===== src/rtl/regfile_pkg.sv =====
// Shared constants and sweep FSM state encoding for the parametrised register file.
package regfile_pkg;
  localparam int DEF_DATA_W = 32;
  localparam int DEF_ADDR_W = 5;

  typedef enum logic {
    ST_IDLE  = 1'b0,
    ST_SWEEP = 1'b1
  } sweep_state_t;
endpackage


===== src/rtl/param_regfile_if.sv =====
// Decode/writeback-facing bus of the register file: read ports, write port, scoreboard, sweep.
interface param_regfile_if import regfile_pkg::*; #(
  parameter int DATA_W = DEF_DATA_W,
  parameter int ADDR_W = DEF_ADDR_W
) ();
  logic              ctrl_writeEnable;
  logic [ADDR_W-1:0] ctrl_writeReg;
  logic [DATA_W-1:0] data_writeReg;
  logic [ADDR_W-1:0] ctrl_readRegA;
  logic [ADDR_W-1:0] ctrl_readRegB;
  logic [DATA_W-1:0] data_readRegA;
  logic [DATA_W-1:0] data_readRegB;
  logic              ctrl_markBusy;
  logic [ADDR_W-1:0] ctrl_busyReg;
  logic              busy_readRegA;
  logic              busy_readRegB;
  logic              ctrl_sweep;
  logic              sweep_active;

  modport master (
    output ctrl_writeEnable, ctrl_writeReg, data_writeReg,
    output ctrl_readRegA, ctrl_readRegB, ctrl_markBusy, ctrl_busyReg, ctrl_sweep,
    input  data_readRegA, data_readRegB, busy_readRegA, busy_readRegB, sweep_active
  );

  modport slave (
    input  ctrl_writeEnable, ctrl_writeReg, data_writeReg,
    input  ctrl_readRegA, ctrl_readRegB, ctrl_markBusy, ctrl_busyReg, ctrl_sweep,
    output data_readRegA, data_readRegB, busy_readRegA, busy_readRegB, sweep_active
  );
endinterface


===== src/rtl/regfile_sweep_fsm.sv =====
// Sweep engine: walks the clear index from 1 to DEPTH-1, one register per cycle.
module regfile_sweep_fsm import regfile_pkg::*; #(
  parameter int ADDR_W = DEF_ADDR_W
) (
  input  logic              i_clk,
  input  logic              i_rst,
  input  logic              i_sweep_req,
  output logic              o_idle,
  output logic              o_sweep_active,
  output logic              o_clr_stb,
  output logic [ADDR_W-1:0] o_clr_idx
);
  localparam logic [ADDR_W-1:0] LAST_IDX  = '1;
  localparam logic [ADDR_W-1:0] FIRST_IDX = ADDR_W'(1);

  sweep_state_t      r_state, w_state_next;
  logic [ADDR_W-1:0] r_cnt, w_cnt_next;

  always_ff @(posedge i_clk or posedge i_rst) begin
    if (i_rst) begin
      r_state <= ST_IDLE;
      r_cnt   <= FIRST_IDX;
    end else begin
      r_state <= w_state_next;
      r_cnt   <= w_cnt_next;
    end
  end

  // Register 0 is hardwired, so the counter never visits index 0.
  always_comb begin
    w_state_next = r_state;
    w_cnt_next   = r_cnt;
    case (r_state)
      ST_IDLE: begin
        if (i_sweep_req) begin
          w_state_next = ST_SWEEP;
          w_cnt_next   = FIRST_IDX;
        end
      end
      ST_SWEEP: begin
        if (r_cnt == LAST_IDX) begin
          w_state_next = ST_IDLE;
          w_cnt_next   = FIRST_IDX;
        end else begin
          w_cnt_next = r_cnt + FIRST_IDX;
        end
      end
      default: begin
        w_state_next = ST_IDLE;
        w_cnt_next   = FIRST_IDX;
      end
    endcase
  end

  assign o_idle         = (r_state == ST_IDLE);
  assign o_sweep_active = (r_state == ST_SWEEP);
  assign o_clr_stb      = (r_state == ST_SWEEP);
  assign o_clr_idx      = r_cnt;
endmodule


===== src/rtl/param_regfile.sv =====
// Parametrised register file with hardwired r0, optional write bypass, busy scoreboard and sweep clear.
module param_regfile import regfile_pkg::*; #(
  parameter int DATA_W = DEF_DATA_W,
  parameter int ADDR_W = DEF_ADDR_W,
  parameter bit BYPASS = 1'b1
) (
  input logic            clock,
  input logic            ctrl_reset,
  param_regfile_if.slave bus
);
  localparam int DEPTH = 2 ** ADDR_W;

  logic              w_idle;
  logic              w_clr_stb;
  logic [ADDR_W-1:0] w_clr_idx;
  logic              w_wr_acc;
  logic              w_mk_acc;
  logic              w_fwd_a, w_fwd_b;
  logic [DATA_W-1:0] w_regs [DEPTH];
  logic              w_busy [DEPTH];

  regfile_sweep_fsm #(.ADDR_W(ADDR_W)) u_sweep_fsm (
    .i_clk          (clock),
    .i_rst          (ctrl_reset),
    .i_sweep_req    (bus.ctrl_sweep),
    .o_idle         (w_idle),
    .o_sweep_active (bus.sweep_active),
    .o_clr_stb      (w_clr_stb),
    .o_clr_idx      (w_clr_idx)
  );

  // Gating on reset keeps the bypass path from leaking write data while reset is held.
  assign w_wr_acc = bus.ctrl_writeEnable && (bus.ctrl_writeReg != '0) && w_idle && !ctrl_reset;
  assign w_mk_acc = bus.ctrl_markBusy && (bus.ctrl_busyReg != '0) && w_idle && !ctrl_reset;

  genvar gi;
  generate
    for (gi = 0; gi < DEPTH; gi++) begin : g_reg
      if (gi == 0) begin : g_zero
        assign w_regs[gi] = '0;
        assign w_busy[gi] = 1'b0;
      end else begin : g_store
        logic [DATA_W-1:0] r_data;
        logic              r_busy;
        logic              w_wr_hit, w_mk_hit, w_clr_hit;

        assign w_wr_hit  = w_wr_acc && (bus.ctrl_writeReg == ADDR_W'(gi));
        assign w_mk_hit  = w_mk_acc && (bus.ctrl_busyReg == ADDR_W'(gi));
        assign w_clr_hit = w_clr_stb && (w_clr_idx == ADDR_W'(gi));

        always_ff @(posedge clock or posedge ctrl_reset) begin
          if (ctrl_reset) begin
            r_data <= '0;
            r_busy <= 1'b0;
          end else if (w_clr_hit) begin
            r_data <= '0;
            r_busy <= 1'b0;
          end else begin
            if (w_wr_hit) r_data <= bus.data_writeReg;
            // A new producer issued alongside the retiring write keeps the register busy.
            if (w_mk_hit)      r_busy <= 1'b1;
            else if (w_wr_hit) r_busy <= 1'b0;
          end
        end

        assign w_regs[gi] = r_data;
        assign w_busy[gi] = r_busy;
      end
    end
  endgenerate

  assign w_fwd_a = BYPASS && w_wr_acc && (bus.ctrl_writeReg == bus.ctrl_readRegA);
  assign w_fwd_b = BYPASS && w_wr_acc && (bus.ctrl_writeReg == bus.ctrl_readRegB);

  assign bus.data_readRegA = w_fwd_a ? bus.data_writeReg : w_regs[bus.ctrl_readRegA];
  assign bus.data_readRegB = w_fwd_b ? bus.data_writeReg : w_regs[bus.ctrl_readRegB];

  assign bus.busy_readRegA = (w_fwd_a && !(w_mk_acc && (bus.ctrl_busyReg == bus.ctrl_readRegA)))
                             ? 1'b0 : w_busy[bus.ctrl_readRegA];
  assign bus.busy_readRegB = (w_fwd_b && !(w_mk_acc && (bus.ctrl_busyReg == bus.ctrl_readRegB)))
                             ? 1'b0 : w_busy[bus.ctrl_readRegB];
endmodule


===== src/flat_wrapper.sv =====
// flat-port wrapper written by rule: the top's interface ports become plain ports
module param_regfile_flat import regfile_pkg::*;
#(
  parameter int DATA_W = DEF_DATA_W,
  parameter int ADDR_W = DEF_ADDR_W,
  parameter bit BYPASS = 1'b1
)
  (clock, ctrl_reset, bus_ctrl_writeEnable, bus_ctrl_writeReg, bus_data_writeReg, bus_ctrl_readRegA, bus_ctrl_readRegB, bus_ctrl_markBusy, bus_ctrl_busyReg, bus_ctrl_sweep, bus_data_readRegA, bus_data_readRegB, bus_busy_readRegA, bus_busy_readRegB, bus_sweep_active);
  param_regfile_if #(.DATA_W(DATA_W), .ADDR_W(ADDR_W)) bus_i ();
  input logic clock;
  input logic ctrl_reset;
  input wire logic [$bits(bus_i.ctrl_writeEnable)-1:0] bus_ctrl_writeEnable;
  input wire logic [$bits(bus_i.ctrl_writeReg)-1:0] bus_ctrl_writeReg;
  input wire logic [$bits(bus_i.data_writeReg)-1:0] bus_data_writeReg;
  input wire logic [$bits(bus_i.ctrl_readRegA)-1:0] bus_ctrl_readRegA;
  input wire logic [$bits(bus_i.ctrl_readRegB)-1:0] bus_ctrl_readRegB;
  input wire logic [$bits(bus_i.ctrl_markBusy)-1:0] bus_ctrl_markBusy;
  input wire logic [$bits(bus_i.ctrl_busyReg)-1:0] bus_ctrl_busyReg;
  input wire logic [$bits(bus_i.ctrl_sweep)-1:0] bus_ctrl_sweep;
  output wire logic [$bits(bus_i.data_readRegA)-1:0] bus_data_readRegA;
  output wire logic [$bits(bus_i.data_readRegB)-1:0] bus_data_readRegB;
  output wire logic [$bits(bus_i.busy_readRegA)-1:0] bus_busy_readRegA;
  output wire logic [$bits(bus_i.busy_readRegB)-1:0] bus_busy_readRegB;
  output wire logic [$bits(bus_i.sweep_active)-1:0] bus_sweep_active;
  assign bus_i.ctrl_writeEnable = bus_ctrl_writeEnable;
  assign bus_i.ctrl_writeReg = bus_ctrl_writeReg;
  assign bus_i.data_writeReg = bus_data_writeReg;
  assign bus_i.ctrl_readRegA = bus_ctrl_readRegA;
  assign bus_i.ctrl_readRegB = bus_ctrl_readRegB;
  assign bus_i.ctrl_markBusy = bus_ctrl_markBusy;
  assign bus_i.ctrl_busyReg = bus_ctrl_busyReg;
  assign bus_i.ctrl_sweep = bus_ctrl_sweep;
  assign bus_data_readRegA = bus_i.data_readRegA;
  assign bus_data_readRegB = bus_i.data_readRegB;
  assign bus_busy_readRegA = bus_i.busy_readRegA;
  assign bus_busy_readRegB = bus_i.busy_readRegB;
  assign bus_sweep_active = bus_i.sweep_active;
  param_regfile #(.DATA_W(DATA_W), .ADDR_W(ADDR_W), .BYPASS(BYPASS)) u_core (.clock(clock), .ctrl_reset(ctrl_reset), .bus(bus_i));
endmodule

===== config.mk =====
export PLATFORM = sky130hd
export DESIGN_NAME = param_regfile_flat
export DESIGN_NICKNAME = d
export VERILOG_FILES = /design/src/rtl/regfile_pkg.sv /design/src/rtl/param_regfile_if.sv /design/src/rtl/regfile_sweep_fsm.sv /design/src/rtl/param_regfile.sv /design/src/flat_wrapper.sv
export SDC_FILE = /design/constraint.sdc
export NUM_CORES = 2
export LEC_CHECK = 0
export CAP_MARGIN = 20
export CORE_UTILIZATION = 40
export CTS_BUF_LIST = sky130_fd_sc_hd__clkbuf_8
export DETAILED_ROUTE_END_ITERATION = 6
export HOLD_SLACK_MARGIN = 0.1
export PLACE_DENSITY_LB_ADDON = 0.1
export SLEW_MARGIN = 30
export SYNTH_ARGS = -nofsm -noshare
export SYNTH_HDL_FRONTEND = slang
export SYNTH_SLANG_ARGS = --single-unit

===== constraint.sdc =====
create_clock -name clock -period 105.6 [get_ports clock]
set_input_delay 31.68 -clock clock [delete_from_list [all_inputs] [get_ports clock]]
set_output_delay 31.68 -clock clock [all_outputs]
set_load 0.03 [all_outputs]

# Word level (Yosys, flattened, before mapping)
# Cells that the tools add are included.
# classes
n_reduce_logical	172
n_div	0
n_mul	0
bitwise	3
n_shift	0
mux	177
magnitude_cmp	2
n_eq_ne	98
n_addsub	1
# ops
op	n
two-way mux 32 bit	68
binary-select mux 32 bit (select 5 bit)	2
equality test 5 bit, second input constant	48
equality test 5 x 4 -> 1 bit, second input constant	24
logical AND 1 bit	105
two-way mux 1 bit	101
nonzero test 3 bit	31
nonzero test 2 bit	31
equality test 5 x 3 -> 1 bit, second input constant	12
equality test 5 x 2 -> 1 bit, second input constant	6
equality test 5 bit	4
equality test 5 x 1 -> 1 bit, second input constant	3
greater-or-equal comparator 6 bit, second input constant	2
inverter 5 -> 6 bit	2
binary-select mux 1 bit (select 5 bit)	2
two-way mux 5 bit	2
one-hot mux 5 bit (2 select lines)	1
nonzero test 5 bit	2
adder 5 x 1 -> 5 bit, second input constant	1
logical NOT 1 bit	3
inequality test 2 bit, second input constant	1
one-hot mux 1 bit (2 select lines)	1
inverter 1 bit	1
# word_totals
ff_bits	1029
romBits	0
out_inout_bits	67
latchBits	0
mem_count	0
ram_bits	0

# Longest topological paths before layout
# depth
depth_word	8
ltp_mapped	10

# Modules after synthesis
# From an unflattened synthesis, not the netlist that was laid out.
# unflattened
hier_cells	6205
hier_area_um2	58187.1
# by_module_without_submodules
mod	cells_per_inst	seq_area_each_um2	n_inst	area_per_inst_um2
param_regfile	6173	25599.6	1	57841.7
regfile_sweep_fsm	32	151.4	1	345.3

# Worst setup path before layout
# No wires, ideal clock.
# synth_timing
path_type	in2out
from	input bus_ctrl_readRegA[0]
to	output bus_data_readRegA[12]
required_ns	73.920
path_buffers	5
setup_slack_ns	40.196
cell_stages	10
arrival_time_ns	33.724
path_cell_list	buf_2 -> buf_6 -> buf_6 -> buf_4 -> or2_2 -> buf_2 -> o22ai_1 -> a31oi_1 -> a31oi_1 -> o31ai_1
# synth_via
elab_chain_len	5
# synth_lines
element	line_no	source
from (decl)	flat_wrapper.sv:15	input wire logic [$bits(bus_i.ctrl_readRegA)-1:0] bus_ctrl_readRegA;
inverter 5 -> 6 bit (implied by the code)	param_regfile.sv:75	assign bus.data_readRegA = w_fwd_a ? bus.data_writeReg : w_regs[bus.ctrl_readRegA];
binary-select mux 32 bit (select 5 bit)	param_regfile.sv:75	
two-way mux 32 bit (implied by the code) (2 in series)	param_regfile.sv:75	
two-way mux 32 bit *	param_regfile.sv:75	
to (decl)	flat_wrapper.sv:20	output wire logic [$bits(bus_i.data_readRegA)-1:0] bus_data_readRegA;
# Every way passes the cells marked *; elsewhere a longest branch is shown, timed or not. The select of a mux whose other input is x is not followed.

# Worst setup path after layout
# layout_timing
from	input bus_ctrl_readRegB[0]
to	output bus_busy_readRegB
# layout_via
elab_chain_len	5
# layout_lines
element	line_no	source
from (decl)	flat_wrapper.sv:16	input wire logic [$bits(bus_i.ctrl_readRegB)-1:0] bus_ctrl_readRegB;
inverter 5 -> 6 bit (implied by the code) or equality test 5 bit (tied branches)	param_regfile.sv:81, param_regfile.sv:80	
binary-select mux 1 bit (select 5 bit) or logical AND 1 bit (tied branches)	param_regfile.sv:81, param_regfile.sv:80	
two-way mux 1 bit (implied by the code) or logical NOT 1 bit (tied branches)	param_regfile.sv:81, param_regfile.sv:80	
two-way mux 1 bit (implied by the code) or logical AND 1 bit (tied branches)	param_regfile.sv:81, param_regfile.sv:80	
two-way mux 1 bit *	param_regfile.sv:81	? 1'b0 : w_busy[bus.ctrl_readRegB];
to (decl)	flat_wrapper.sv:23	output wire logic [$bits(bus_i.busy_readRegB)-1:0] bus_busy_readRegB;
# Marked as above.

==> impl_metrics.csv <==
group,metric,value,unit
run_status,status,"finished, violations left",
run_status,violations,"DRC",
route,drt-met1-wl,109700,um
die,die_w,386.1,um
synth,synth_area,59000,um^2
timing,holdWs,0.5316,ns
worst_setup_path,critPathKind,"in2out",
die,core_area,146100,um^2
synth,netlist_instances,6252,
synth,ys_seq_elements,1029,
placed_design,finalWeightedCongestion,0.8863,
clock_network,cts_setup_buffers,0,
route,wl_per_cell,34.12,um
finish,drive_gt1_frac,0.1923,
clock_network,ctsResizeCount,0,
power,power,1.053,mW
die,initial_core_util,0.4039,
timing,setup_viol,0,
grt,antenna_found_initial,17,
synth,ys_seq_area_frac,0.4364,
worst_setup_path,worstRegToRegCells,8,
worst_setup_path,cp_max_fo,58,
placed_design,numPortBuffers,123,
power,ir_drop,0.01103,mV
worst_hold_path,hp-class,"reg2reg",
timing,tightest_slew,1.276,ns
route,route.detailed.drc,1,
clock_network,postCtsHoldBufs,0,
timing,fin_crit,68.31,ns
timing,finalMaxSlewViolations,0,
worst_setup_path,start_kind,"input pin",
finish,final_cells,8161,
clock_network,cts_sinks,1029,
synth,yosysWarnings,0,
placed_design,place_ws,37.31,ns
timing,timing.final.crit_share,0.6469,
route,routed-wl-met2,121600,um
grt,grt_pass1_vias,50984,
timing,slew_headroom,0.1441,
worst_setup_path,arrival,36.63,ns
worst_setup_path,required,73.92,ns
timing,finalHoldViolCount,0,
timing,fin_tns_setup,0,ns
clock_network,cts_tree,"done",
grt,grt.overflow.total,0,
finish,area_growth,11.78,%
worst_setup_path,cp_cell_sequence,"buf_8 > buf_12 > buf_4 > buf_4 > mux4_2 > mux4_2 > a21oi_1 > a21oi_1 > clkdlybuf4s50_1",
timing,worst_slack,37.29,ns
power,leakage,27.13,nW
placed_design,dp.cells,7814,
route,dr.max_layer_used,"met5",
finish,fin_nets,6156,
worst_setup_path,critPathSlowestCell,"buf_4",
route,ant_nets,0,
timing,rsz0062_at_grt,"false",
clock_network,clk_pin_slew_worst_paths,0.06,ns
route,wl,278500,um
route,drt_pre_antenna_iters,7,
die,die_y,386.1,um
clock_network,root_buffer,"clkbuf_8",
worst_setup_path,end_kind,"output port",
die,die-area,149100,um^2
clock_network,h-tree-depth,4,
route,dr_wl_met3,32430,um
power,p_per_area,15.97,nW/um^2
clock_network,clock_path_buffers,3,
grt,grt_pass1_wl,393500,um
job,cap_violations,0,
synth,syn_area_per_cell,9.438,um^2
worst_hold_path,hold_depth,2,
worst_setup_path,cp_slowest_stage_delay,0.80,ns
grt,grt_max_degree,167,
die,rows,140,
synth,synthDistinctLibCells,51,
synth,synth_nets,6315,
timing,skew,0.05014,ns
route,via_count,53031,
route,drt_iter0_drc,7616,
clock_network,cts_inserted_buffers,189,
die,io_pins,124,
grt,grt_usage,0.3736,
timing,fmax,14.64,MHz
route,vias_per_cell,6.498,
placed_design,dp_hpwl,154000,um
clock_network,clock_latency,0.98,ns
-- state kept, by name, indices dropped and copies added (netlist names) --
| name | count |
|---|---|
| u_core.g.g_store.r_busy | 31 |
| u_core.g.g_store.r_data | 992 |
| u_core.u_sweep_fsm.o_clr_idx | 5 |
| u_core.u_sweep_fsm.o_clr_stb | 1 |
-- worst max-delay path, delay by kind of cell --
kind | cells | cell delay (ns)
AOI/OAI and AO/OA | 2 | 0.61
buffers and inverters | 5 | 3.01
muxes | 2 | 1.07
-- report_power, final --
part | internal [mW] | switching [mW] | total, mW
combinational | 0.0701 | 0.133 | 0.203
clock | 0.210 | 0.188 | 0.399
sequential | 0.425 | 0.0257 | 0.451
-- synth_stat cells, drive strengths merged --
cell	count	area, um^2
or2	5	31.28
mux2	136	1531
a22o	1	8.760
o22ai	15	93.84
o32ai	3	26.28
nor4b	1	15.01
or4b	1	10.01
a311oi	5	43.79
a22oi	31	232.7
a221oi	66	578.1
nand4	2	12.51
and3	3	18.77
a211oi	51	382.9
and2	4	25.02
a31oi	34	212.7
nor2	210	788.3
buf	145	829.6
o31ai	21	157.7
dfrtp	1028	25720
mux2i	96	960.9
a2111oi	8	76.32
nor3	116	580.6
and4bb	1	12.51
inv	9	33.78
nand2b	18	112.6
ha	6	75.07
nand4bb	1	11.26
o2111ai	18	157.7
nor2b	31	193.9
o211a	18	180.2
o21ai	3	15.01
nor3b	46	410.4
clkbuf	511	1953
a21boi	2	15.01
a21oi	1000	5005
xnor2	8	70.07
nor4	3	18.77
dfstp	1	26.28
o21bai	2	15.01
nand3	27	135.1
nand2	2096	7868
xor2	12	105.1
or4	1	7.510
and4	2	17.52
mux4	454	10220
-- cell families (layout without fill, tap and decap cells) --
kind of cell    Yosys count  in the layout  synth area share
flops                  1029           1029            0.4364
buf+inv                 665            652           0.04773
fa+ha+maj                 6              6          0.001272
xor+xnor                 20             20          0.002969
simple gates           2568           2568            0.1740
other cells               0              5                 0
compound gates         1278           1278            0.1220
mux                     686            686            0.2155
-- placed cells by master, fill, tap and decap left out, types with 14 or more instances in the layout --
| master | instances |
|---|---|
| nand2_1 | 2065 |
| dfrtp_1 | 1028 |
| a21oi_1 | 1000 |
| mux4_2 | 454 |
| clkbuf_8 | 246 |
| buf_4 | 168 |
| nor2_1 | 152 |
| mux2_2 | 136 |
| clkdlybuf4s50_1 | 113 |
| nor3_1 | 112 |
| mux2i_1 | 96 |
| inv_1 | 69 |
| a221oi_1 | 66 |
| nor2_4 | 57 |
| a211oi_1 | 41 |
| a31oi_1 | 34 |
| nor3b_1 | 32 |
| a22oi_1 | 31 |
| nand3_1 | 27 |
| nand2_2 | 26 |
| nor2b_1 | 24 |
| o31ai_1 | 21 |
| o2111ai_1 | 18 |
| o211a_1 | 18 |
| clkinv_2 | 18 |
| nand2b_1 | 16 |
| o22ai_1 | 15 |
| nor3b_2 | 14 |
-- area by class of cell --
type / count / area (um^2)
antenna: 5 / 12.51
tap: 1917 / 2399
clock inverter: 91 / 452.9
timing repair buffer: 306 / 2810
multi-input combinational: 4558 / 31100
clock buffer: 246 / 3386
inverter: 9 / 41.29
sequential: 1029 / 25750
fill: 13861 / 80140
-- layer usage --
layer  global-route usage  vias to the layer above
met5                    0                        -
met4               0.1875                       22
met3               0.1041                      867
met2               0.5436                     3657
met1               0.5100                    26968
li1                     -                    21517
-- through the flow --
stage | util | instance area (um^2)
global placement | 0.4236 | 61890
detailed placement | 0.4239 | 61920
finish | 0.4515 | 65950
CTS | 0.4501 | 65760
floorplan | - | 59000
global route | 0.4514 | 65950
-- path summary, 6_finish.rpt --
| kind | from | to | slack (ns) |
|---|---|---|---|
| min in group asynchronous | ctrl_reset | u_core.g_reg[23].g_store.r_data[11] | 31.23 |
| worst max-delay path | bus_ctrl_readRegB[0] | bus_busy_readRegB | 37.29 |
| max in group asynchronous | ctrl_reset | u_core.g_reg[7].g_store.r_data[26] | 71.94 |
| worst min register to register | u_core.g_reg[29].g_store.r_data[29] | u_core.g_reg[29].g_store.r_data[29] | 0.53 |
| worst max register to register | u_core.u_sweep_fsm.o_clr_stb | u_core.g_reg[21].g_store.r_data[28] | 102.34 |
| worst min-delay path | u_core.g_reg[29].g_store.r_data[29] | u_core.g_reg[29].g_store.r_data[29] | 0.53 |
Power figures use the tool's default switching activity.
